--- src/rtl/shot_trajectory_ctrl.sv ---
// Basketball shot sequencer: launches from the rack, integrates position once per frame
// under integer gravity, flags score or miss, holds the result, then re-racks.
module shot_trajectory_ctrl #(
  parameter int START_X       = 60,
  parameter int START_Y       = 400,
  parameter int FLOOR_Y       = 460,
  parameter int X_MIN         = 4,
  parameter int X_MAX         = 635,
  parameter int Y_MIN         = 4,
  parameter int HOOP_X        = 560,
  parameter int HOOP_Y        = 160,
  parameter int HOOP_HW       = 12,
  parameter int GRAV          = 1,
  parameter int GRAV_DIV      = 2,
  parameter int RESULT_FRAMES = 60
) (
  input  logic       clk,
  input  logic       reset_n,
  input  logic       frame_tick,
  input  logic       shoot,
  input  logic [7:0] vx_in,
  input  logic [7:0] vy_in,
  output logic [9:0] ball_x,
  output logic [9:0] ball_y,
  output logic       busy,
  output logic       score_pulse,
  output logic       miss_pulse
);

  typedef enum logic [1:0] {S_IDLE, S_FLIGHT, S_RESULT} state_t;

  localparam int GW = (GRAV_DIV > 1) ? $clog2(GRAV_DIV) : 1;
  localparam int RW = (RESULT_FRAMES > 1) ? $clog2(RESULT_FRAMES) : 1;

  localparam logic signed [11:0] L_X_MIN   = 12'(X_MIN);
  localparam logic signed [11:0] L_X_MAX   = 12'(X_MAX);
  localparam logic signed [11:0] L_Y_MIN   = 12'(Y_MIN);
  localparam logic signed [11:0] L_FLOOR   = 12'(FLOOR_Y);
  localparam logic signed [11:0] L_HOOP_X  = 12'(HOOP_X);
  localparam logic signed [11:0] L_HOOP_HW = 12'(HOOP_HW);
  localparam logic signed [8:0]  L_GRAV    = 9'(GRAV);
  localparam logic [GW-1:0]      L_G_LAST  = GW'(GRAV_DIV - 1);
  localparam logic [RW-1:0]      L_R_LAST  = RW'(RESULT_FRAMES - 1);

  state_t             r_state, w_state;
  logic [9:0]         r_x, r_y, w_x, w_y;
  logic signed [7:0]  r_vx, r_vy, w_vx, w_vy;
  logic [GW-1:0]      r_gcnt, w_gcnt;
  logic [RW-1:0]      r_rcnt, w_rcnt;
  logic               r_busy, w_busy;
  logic               r_score, w_score_n;
  logic               r_miss, w_miss_n;

  logic signed [11:0] w_nx_raw, w_ny_raw, w_dx;
  logic [9:0]         w_nx, w_ny;
  logic               w_x_lo, w_x_hi, w_y_lo, w_y_hi, w_grounded;
  logic               w_in_window, w_score, w_miss;
  logic signed [8:0]  w_vy_sum;
  logic signed [7:0]  w_vy_grav;

  // Unclamped step in 12-bit signed so the out-of-field test sees the true position.
  assign w_nx_raw   = $signed({2'b00, r_x}) + $signed({{4{r_vx[7]}}, r_vx});
  assign w_ny_raw   = $signed({2'b00, r_y}) + $signed({{4{r_vy[7]}}, r_vy});
  assign w_x_lo     = w_nx_raw < L_X_MIN;
  assign w_x_hi     = w_nx_raw > L_X_MAX;
  assign w_y_lo     = w_ny_raw < L_Y_MIN;
  assign w_y_hi     = w_ny_raw > L_FLOOR;
  assign w_grounded = w_ny_raw >= L_FLOOR;
  assign w_nx       = w_x_lo ? 10'(X_MIN) : (w_x_hi ? 10'(X_MAX) : w_nx_raw[9:0]);
  assign w_ny       = w_y_lo ? 10'(Y_MIN) : (w_y_hi ? 10'(FLOOR_Y) : w_ny_raw[9:0]);

  assign w_dx        = w_nx_raw - L_HOOP_X;
  assign w_in_window = (w_dx >= -L_HOOP_HW) && (w_dx <= L_HOOP_HW);
  // Only a descending ball crossing the rim line counts; rising through it never scores.
  assign w_score     = (r_y < 10'(HOOP_Y)) && (w_ny >= 10'(HOOP_Y)) &&
                       (r_vy > 8'sd0) && w_in_window;
  assign w_miss      = w_grounded || w_x_lo || w_x_hi;

  assign w_vy_sum  = $signed({r_vy[7], r_vy}) + L_GRAV;
  assign w_vy_grav = (w_vy_sum > 9'sd127) ? 8'sd127 : w_vy_sum[7:0];

  always_comb begin
    // NOTE: every next-state signal takes its hold value first so no path infers a latch.
    w_state   = r_state;
    w_x       = r_x;
    w_y       = r_y;
    w_vx      = r_vx;
    w_vy      = r_vy;
    w_gcnt    = r_gcnt;
    w_rcnt    = r_rcnt;
    w_busy    = r_busy;
    w_score_n = 1'b0;
    w_miss_n  = 1'b0;

    case (r_state)
      S_IDLE: begin
        w_x = 10'(START_X);
        w_y = 10'(START_Y);
        if (shoot) begin
          w_vx    = vx_in;
          w_vy    = vy_in;
          w_gcnt  = '0;
          w_busy  = 1'b1;
          w_state = S_FLIGHT;
        end
      end
      S_FLIGHT: begin
        if (frame_tick) begin
          w_x = w_nx;
          w_y = w_ny;
          if (r_gcnt == L_G_LAST) begin
            w_gcnt = '0;
            w_vy   = w_vy_grav;
          end else begin
            w_gcnt = r_gcnt + 1'b1;
          end
          if (w_score) begin
            w_score_n = 1'b1;
            w_state   = S_RESULT;
          end else if (w_miss) begin
            w_miss_n = 1'b1;
            w_state  = S_RESULT;
          end
        end
      end
      S_RESULT: begin
        if (frame_tick) begin
          if (r_rcnt == L_R_LAST) begin
            w_rcnt  = '0;
            w_x     = 10'(START_X);
            w_y     = 10'(START_Y);
            w_vx    = '0;
            w_vy    = '0;
            w_busy  = 1'b0;
            w_state = S_IDLE;
          end else begin
            w_rcnt = r_rcnt + 1'b1;
          end
        end
      end
      default: w_state = S_IDLE;
    endcase
  end

  always_ff @(posedge clk) begin
    // NOTE: non-blocking assignments so every register samples pre-edge values together.
    if (!reset_n) begin
      r_state <= S_IDLE;
      r_x     <= 10'(START_X);
      r_y     <= 10'(START_Y);
      r_vx    <= '0;
      r_vy    <= '0;
      r_gcnt  <= '0;
      r_rcnt  <= '0;
      r_busy  <= 1'b0;
      r_score <= 1'b0;
      r_miss  <= 1'b0;
    end else begin
      r_state <= w_state;
      r_x     <= w_x;
      r_y     <= w_y;
      r_vx    <= w_vx;
      r_vy    <= w_vy;
      r_gcnt  <= w_gcnt;
      r_rcnt  <= w_rcnt;
      r_busy  <= w_busy;
      r_score <= w_score_n;
      r_miss  <= w_miss_n;
    end
  end

  assign ball_x      = r_x;
  assign ball_y      = r_y;
  assign busy        = r_busy;
  assign score_pulse = r_score;
  assign miss_pulse  = r_miss;

endmodule

--- config.mk ---
export PLATFORM = sky130hd
export DESIGN_NAME = shot_trajectory_ctrl
export DESIGN_NICKNAME = d
export VERILOG_FILES = /design/src/rtl/shot_trajectory_ctrl.sv
export SDC_FILE = /design/constraint.sdc
export NUM_CORES = 1
export LEC_CHECK = 0
export ABC_CLOCK_PERIOD_IN_PS = 3700
export CAP_MARGIN = 10
export CORE_MARGIN = 4
export CORE_UTILIZATION = 45
export DETAILED_ROUTE_END_ITERATION = 12
export PLACE_DENSITY_LB_ADDON = 0.2
export RECOVER_POWER = 100
export SLEW_MARGIN = 20
export SYNTH_ARGS = -nofsm -noshare
export SYNTH_HDL_FRONTEND = slang
export SYNTH_SLANG_ARGS = --single-unit
export TNS_END_PERCENT = 20
--- constraint.sdc ---
create_clock -name clk -period 3.7 [get_ports clk]
set_input_delay 0.925 -clock clk [delete_from_list [all_inputs] [get_ports clk]]
set_output_delay 0.925 -clock clk [all_outputs]
set_load 0.02 [all_outputs]
### Word-level counts from Yosys, hierarchy flattened

Cells that the tools add are included.

* bits in registers: 48
* output and inout bits: 23
* logic and storage cells: 96
* bits of input ports: 20

* order comparisons: 11
* bitwise logic cells: 3
* add/sub/neg operators: 6
* reduce and logical (&&, ||, !) cells: 18
* mux-type cells: 39
* eq/ne operators: 9

Operators by type and width (count)
* 10-bit two-way mux: 10
* 10-bit case mux with 3 select lines: 2
* 8-bit two-way mux: 7
* 11-bit by 8-bit adder with 12-bit output: 2
* 12-bit by 4-bit < comparator with 1-bit output, second input constant: 2
* 8-bit case mux with 3 select lines: 1
* 8-bit case mux with 2 select lines: 1
* 12-bit by 10-bit >= comparator with 1-bit output, second input constant: 1
* 12-bit by 5-bit >= comparator with 1-bit output, second input constant: 1
* 12-bit by 10-bit > comparator with 1-bit output, second input constant: 1
* 12-bit by 11-bit > comparator with 1-bit output, second input constant: 1
* 12-bit by 5-bit <= comparator with 1-bit output, second input constant: 1
* 2-bit two-way mux: 6
* 12-bit by 11-bit subtractor with 12-bit output, second input constant: 1
* 10-bit by 8-bit >= comparator with 1-bit output, second input constant: 1
* 10-bit by 8-bit < comparator with 1-bit output, second input constant: 1
* 2-bit inequality test, second input constant: 5
* 8-bit by 2-bit adder with 9-bit output, second input constant: 1
* 9-bit by 8-bit > comparator with 1-bit output, second input constant: 1
* 8-bit by 1-bit > comparator with 1-bit output, second input constant: 1
* 1-bit two-way mux: 8
* 4-bit AND reduction: 2
* 6-bit by 1-bit adder with 6-bit output, second input constant: 1
* 6-bit == test, second input constant: 1
* other kinds (18): 27

### Longest topological paths before layout

* word-level depth: 11
* depth in mapped cells: 12
* gate-level depth less buffers: 12

### Least setup slack after synthesis

Ideal clock, no wire load.

* path type: register -> register
* start point: register r_x[4], in the netlist ball_x[4]
* end point: register r_state[0]
* path slack: 0.644 ns
* setup time: 0.120 ns
* stages on the path, launching flop included: 12
* data arrival time: 2.936 ns
* path buffers: 1
* cell sequence: dfxtp_1 > ha_1 > buf_6 > a211oi_4 > o21ai_2 > a41o_1 > xnor2_2 > or3b_4 > o41ai_4 > a21oi_2 > and4_4 > a211o_1

* cells in the longest elaborated chain, start to end: 8

RTL lines
* start, declared: line 46 `logic [9:0] r_x, r_y, w_x, w_y;`
* start signal, assigned: line 149 `r_x <= 10'(START_X);`
* start signal, assigned: line 160 `r_x <= w_x;`
* 11-bit by 8-bit adder with 12-bit output *: line 62 `assign w_nx_raw = $signed({2'b00, r_x}) + $signed({{4{r_vx[7]}}, r_vx});`
* 12-bit by 11-bit subtractor with 12-bit output: line 72 `assign w_dx = w_nx_raw - L_HOOP_X;`
* 12-bit by 5-bit >= comparator with 1-bit output / 12-bit by 5-bit <= comparator with 1-bit output (equally long branches): line 73 `assign w_in_window = (w_dx >= -L_HOOP_HW) && (w_dx <= L_HOOP_HW);`
* 1-bit logical AND: line 73
* 1-bit logical AND: line 76 `(r_vy > 8'sd0) && w_in_window;`
* 2-bit two-way mux: line 117 `if (w_score) begin`
* 2-bit two-way mux: line 108 `if (frame_tick) begin`
* 2-bit case mux with 3 select lines: line 95 `case (r_state)`
* end signal, assigned: line 159 `r_state <= w_state;`
* end, declared: line 45 `state_t r_state, w_state;`

Every way passes the cells marked *; elsewhere a longest branch is shown, timed or not. The select of a mux whose other input is x is not followed.
A chain may end at the register's enable or synchronous reset.

### Worst setup path in the final report

* start point: register r_vx[7]
* end point: register r_x[8], in the netlist ball_x[8]

* cells in the longest elaborated chain, start to end: 6

RTL lines
* start, declared: line 47 `logic signed [7:0] r_vx, r_vy, w_vx, w_vy;`
* start signal, assigned: line 162 `r_vx <= w_vx;`
* 11-bit by 8-bit adder with 12-bit output *: line 62
* 12-bit by 11-bit > comparator with 1-bit output: line 65 `assign w_x_hi = w_nx_raw > L_X_MAX;`
* 10-bit two-way mux: line 69 `assign w_nx = w_x_lo ? 10'(X_MIN) : (w_x_hi ? 10'(X_MAX) : w_nx_raw[9:0]);`
* 10-bit two-way mux *: line 69
* 10-bit two-way mux *: line 108
* 10-bit case mux with 3 select lines *: line 95

Marks and branches as above.

==> impl_metrics.toml <==
[status]
status = "completed"

[timing]
fin_ws_ns = 0.341
setup_viol = 0
rsz0062_at_grt = "false"
relSlewSlack_pct = 37.0
hold_viol_final = 0
hold-worst-slack_ns = 0.490
period_minus_slack_ns = 3.36
setup-tns-final_ns = 0
worst_pin_slew_ns = 0.945
fin_worst_skew_ns = 0.00921
period_share_pct = 90.8
clock.fmax_ghz = 0.298
drv_slew = 0

[clock_network]
numCtsBuffers = 5
cts_resized = 0
clk_path_buf_depth = 2
postCtsSetupBuffers = 0
hold_buffers = 0
cts-htree-levels = 2
cts_root_buf = "clkbuf_8"
cts_tree = "yes"
clock_latency_ns = 0.31
cts.sinks = 48
path_clk_slew_ns = 0.09

[power]
combPwrFrac_pct = 63.6
power.density_nw_per_um2 = 692
swShare_pct = 49.0
ir_drop_v = 0.000300
leakage_uw = 0.00171
p_int_uw = 1540
seqPwrFrac_pct = 25.1
clock_power_share_pct = 11.3
switchingPower_uw = 1480

[die]
die_y_um = 99.3
rows = 33
design.core.area_um2 = 8180
floorplan.initialDensity_pct = 45.9
die_x_um = 99.3
die-area_um2 = 9860
io-pin-count = 43

[critical_path]
critPathKind = "reg2reg"
end_kind = "flop"
timing.critical_path.cells = "ha_1 -> a21oi_1 -> nand2_1 -> a41o_1 -> xnor2_1 -> or3b_1 -> o41ai_4 -> nor2_1 -> a32oi_1 -> nor2b_1"
critPathMaxStageDelay_ns = 0.58
r2r-start = "r_vx[7]"
worstSetupStartpoint = "r_vx[7]"
worst-path-stages = 10
r2r.worst_path.cells = 10
critPathSlowestCell = "dfxtp_1"
regToRegSetupSlack_ns = 0.34
regToRegEndpoint = "ball_x[8]"
crit_fanout = 10
crit_path_start_kind = "flop"
crit_family = "compound AO/OA/AOI/OAI gates"
cp.arrival_ns = 3.56
crit_buf_inv = 0
crit_end = "ball_x[8]"
worstPathRequired_ns = 3.90

[logic_synthesis]
synthCells = 468
synth_area_um2 = 3750
synthArstFlopShare_pct = 0
synth_edf_count = 0
avgSynthCellArea_um2 = 8.01
synth_warnings = 0
synth_nets = 520
ys_ff_latch = 48
ys_seq_area_share_pct = 25.6
synth_cell_type_count = 68
synthFlopType = "dfxtp_1"

[grt]
gr-total-overflow = 0
antenna_found_initial = 0
grt_pass1_vias = 3229
grt_pass1_wl_mm = 15.7
grt_max_degree = 30
track_usage_pct = 19.2

[route]
firstDrtPassIters = 4
dr.first_iter.drc_count = 191
drt-vias-per-instance = 5.76
drc = 0
vias = 3533
drt_wl_total_mm = 9.29
ant_nets = 0
post_drt_wl_per_cell_um = 15.2

[final_layout]
final_cell_count_no_fill = 613
final_common_cell = "dfxtp_1"
drive_above_1_share_pct = 5.12
final_cell_mix = "dfxtp_1 (48), nor2_1 (47), nand2_1 (39)"
fin_util_pct = 53.4
syn_to_final_growth_pct = 16.4
fin_nets = 559
n_antenna_cell = 0

[place]
post-place-ws_ns = 0.414
portBuffers = 42
dp.cells = 605
dpl.hpwl_mm = 7.18
place.gp.congestion = 0.948

[hold_path]
hp-class = "reg2reg"
worstHoldStart = "ball_x[0]"

[run]
max_cap_violations = 0
-- power groups by stage --
stage                     Combinational (µW)  Sequential (µW)  Clock [µW]
final                                   1920              758         342
after global placement                  1910              766           0
after floorplan                         1420              776           0
after CTS                               1940              759         361
after detailed placement                1920              771           0
after global routing                    2130              779         380
-- Yosys cell counts, drive strengths merged, types with 3 or more instances --
cell type,count,area (µm²)
a211o,5,43.8
a211oi,8,77.6
a21boi,9,67.6
a21o,6,45.0
a21oi,33,169
a22oi,10,75.1
a31oi,3,18.8
a32oi,5,43.8
and2,4,25.0
and4,3,28.8
clkbuf,15,56.3
dfxtp,48,961
ha,30,375
inv,19,71.3
mux2i,4,40.0
nand2,39,146
nand2b,5,31.3
nand3,12,60.1
nand3b,3,22.5
nand4,10,62.6
nor2,47,176
nor2b,24,150
nor3,7,35.0
o211a,5,50.1
o211ai,5,37.5
o21a,6,45.0
o21ai,28,148
o21bai,3,22.5
o22a,5,43.8
or2,3,18.8
xnor2,16,148
xor2,11,96.3
-- through the flow --
stage	instance area [µm²]	power (µW)
detailed placement	4280	2690
global route	4370	3290
finish	4370	3020
global placement	4280	2670
floorplan	3750	2200
CTS	4380	3060
-- tightest hold or removal path, stage by stage (launching register included) --
cell      delay, ns
dfxtp_1        0.33
nand2_1        0.05
a21boi_0       0.06
-- flip-flops by register name, summed over array words and instances, names as in the netlist --
name,count
r_vy,8
r_gcnt,1
score_pulse,1
r_state,2
ball_x,10
r_rcnt,6
miss_pulse,1
ball_y,10
busy,1
r_vx,8
-- final cells by class --
cell class	instances	area, µm²
tap	105	131
clock inverter	2	13.8
sequential	48	961
fill	779	3810
timing repair buffer	49	465
multi-input combinational	383	2640
clock buffer	6	82.6
inverter	20	75.1
-- how the worst min path moves through the flow --
stage / endpoint / slack (ns) / depth (start not counted)
floorplan: r_rcnt[4] / 0.48 / 2
global placement: ball_x[0] / 0.47 / 2
detailed placement: ball_x[0] / 0.49 / 2
CTS: ball_x[0] / 0.50 / 2
global route: ball_x[6] / 0.52 / 2
finish: ball_x[0] / 0.49 / 2
-- per-layer routing --
metal  GRT usage [%]  routed length [µm]  up-vias
met5               0                   0        -
met4            7.35                 259        0
met3            3.58                 429       27
met2            28.4                4000       78
met1            27.4                4600     1628
li1                -                   -     1800
-- cell families (layout without fill, tap and decap cells) --
| group | after synthesis | in the layout | share of synthesized area [%] |
|---|---|---|---|
| compound gates | 155 | 155 | 30.0 |
| fa+ha+maj | 32 | 32 | 11.1 |
| xor+xnor | 27 | 27 | 6.51 |
| simple gates | 165 | 165 | 21.8 |
| mux | 4 | 4 | 1.07 |
| buf+inv | 37 | 77 | 3.94 |
| flops | 48 | 48 | 25.6 |
(Power assumes the default switching activity.)
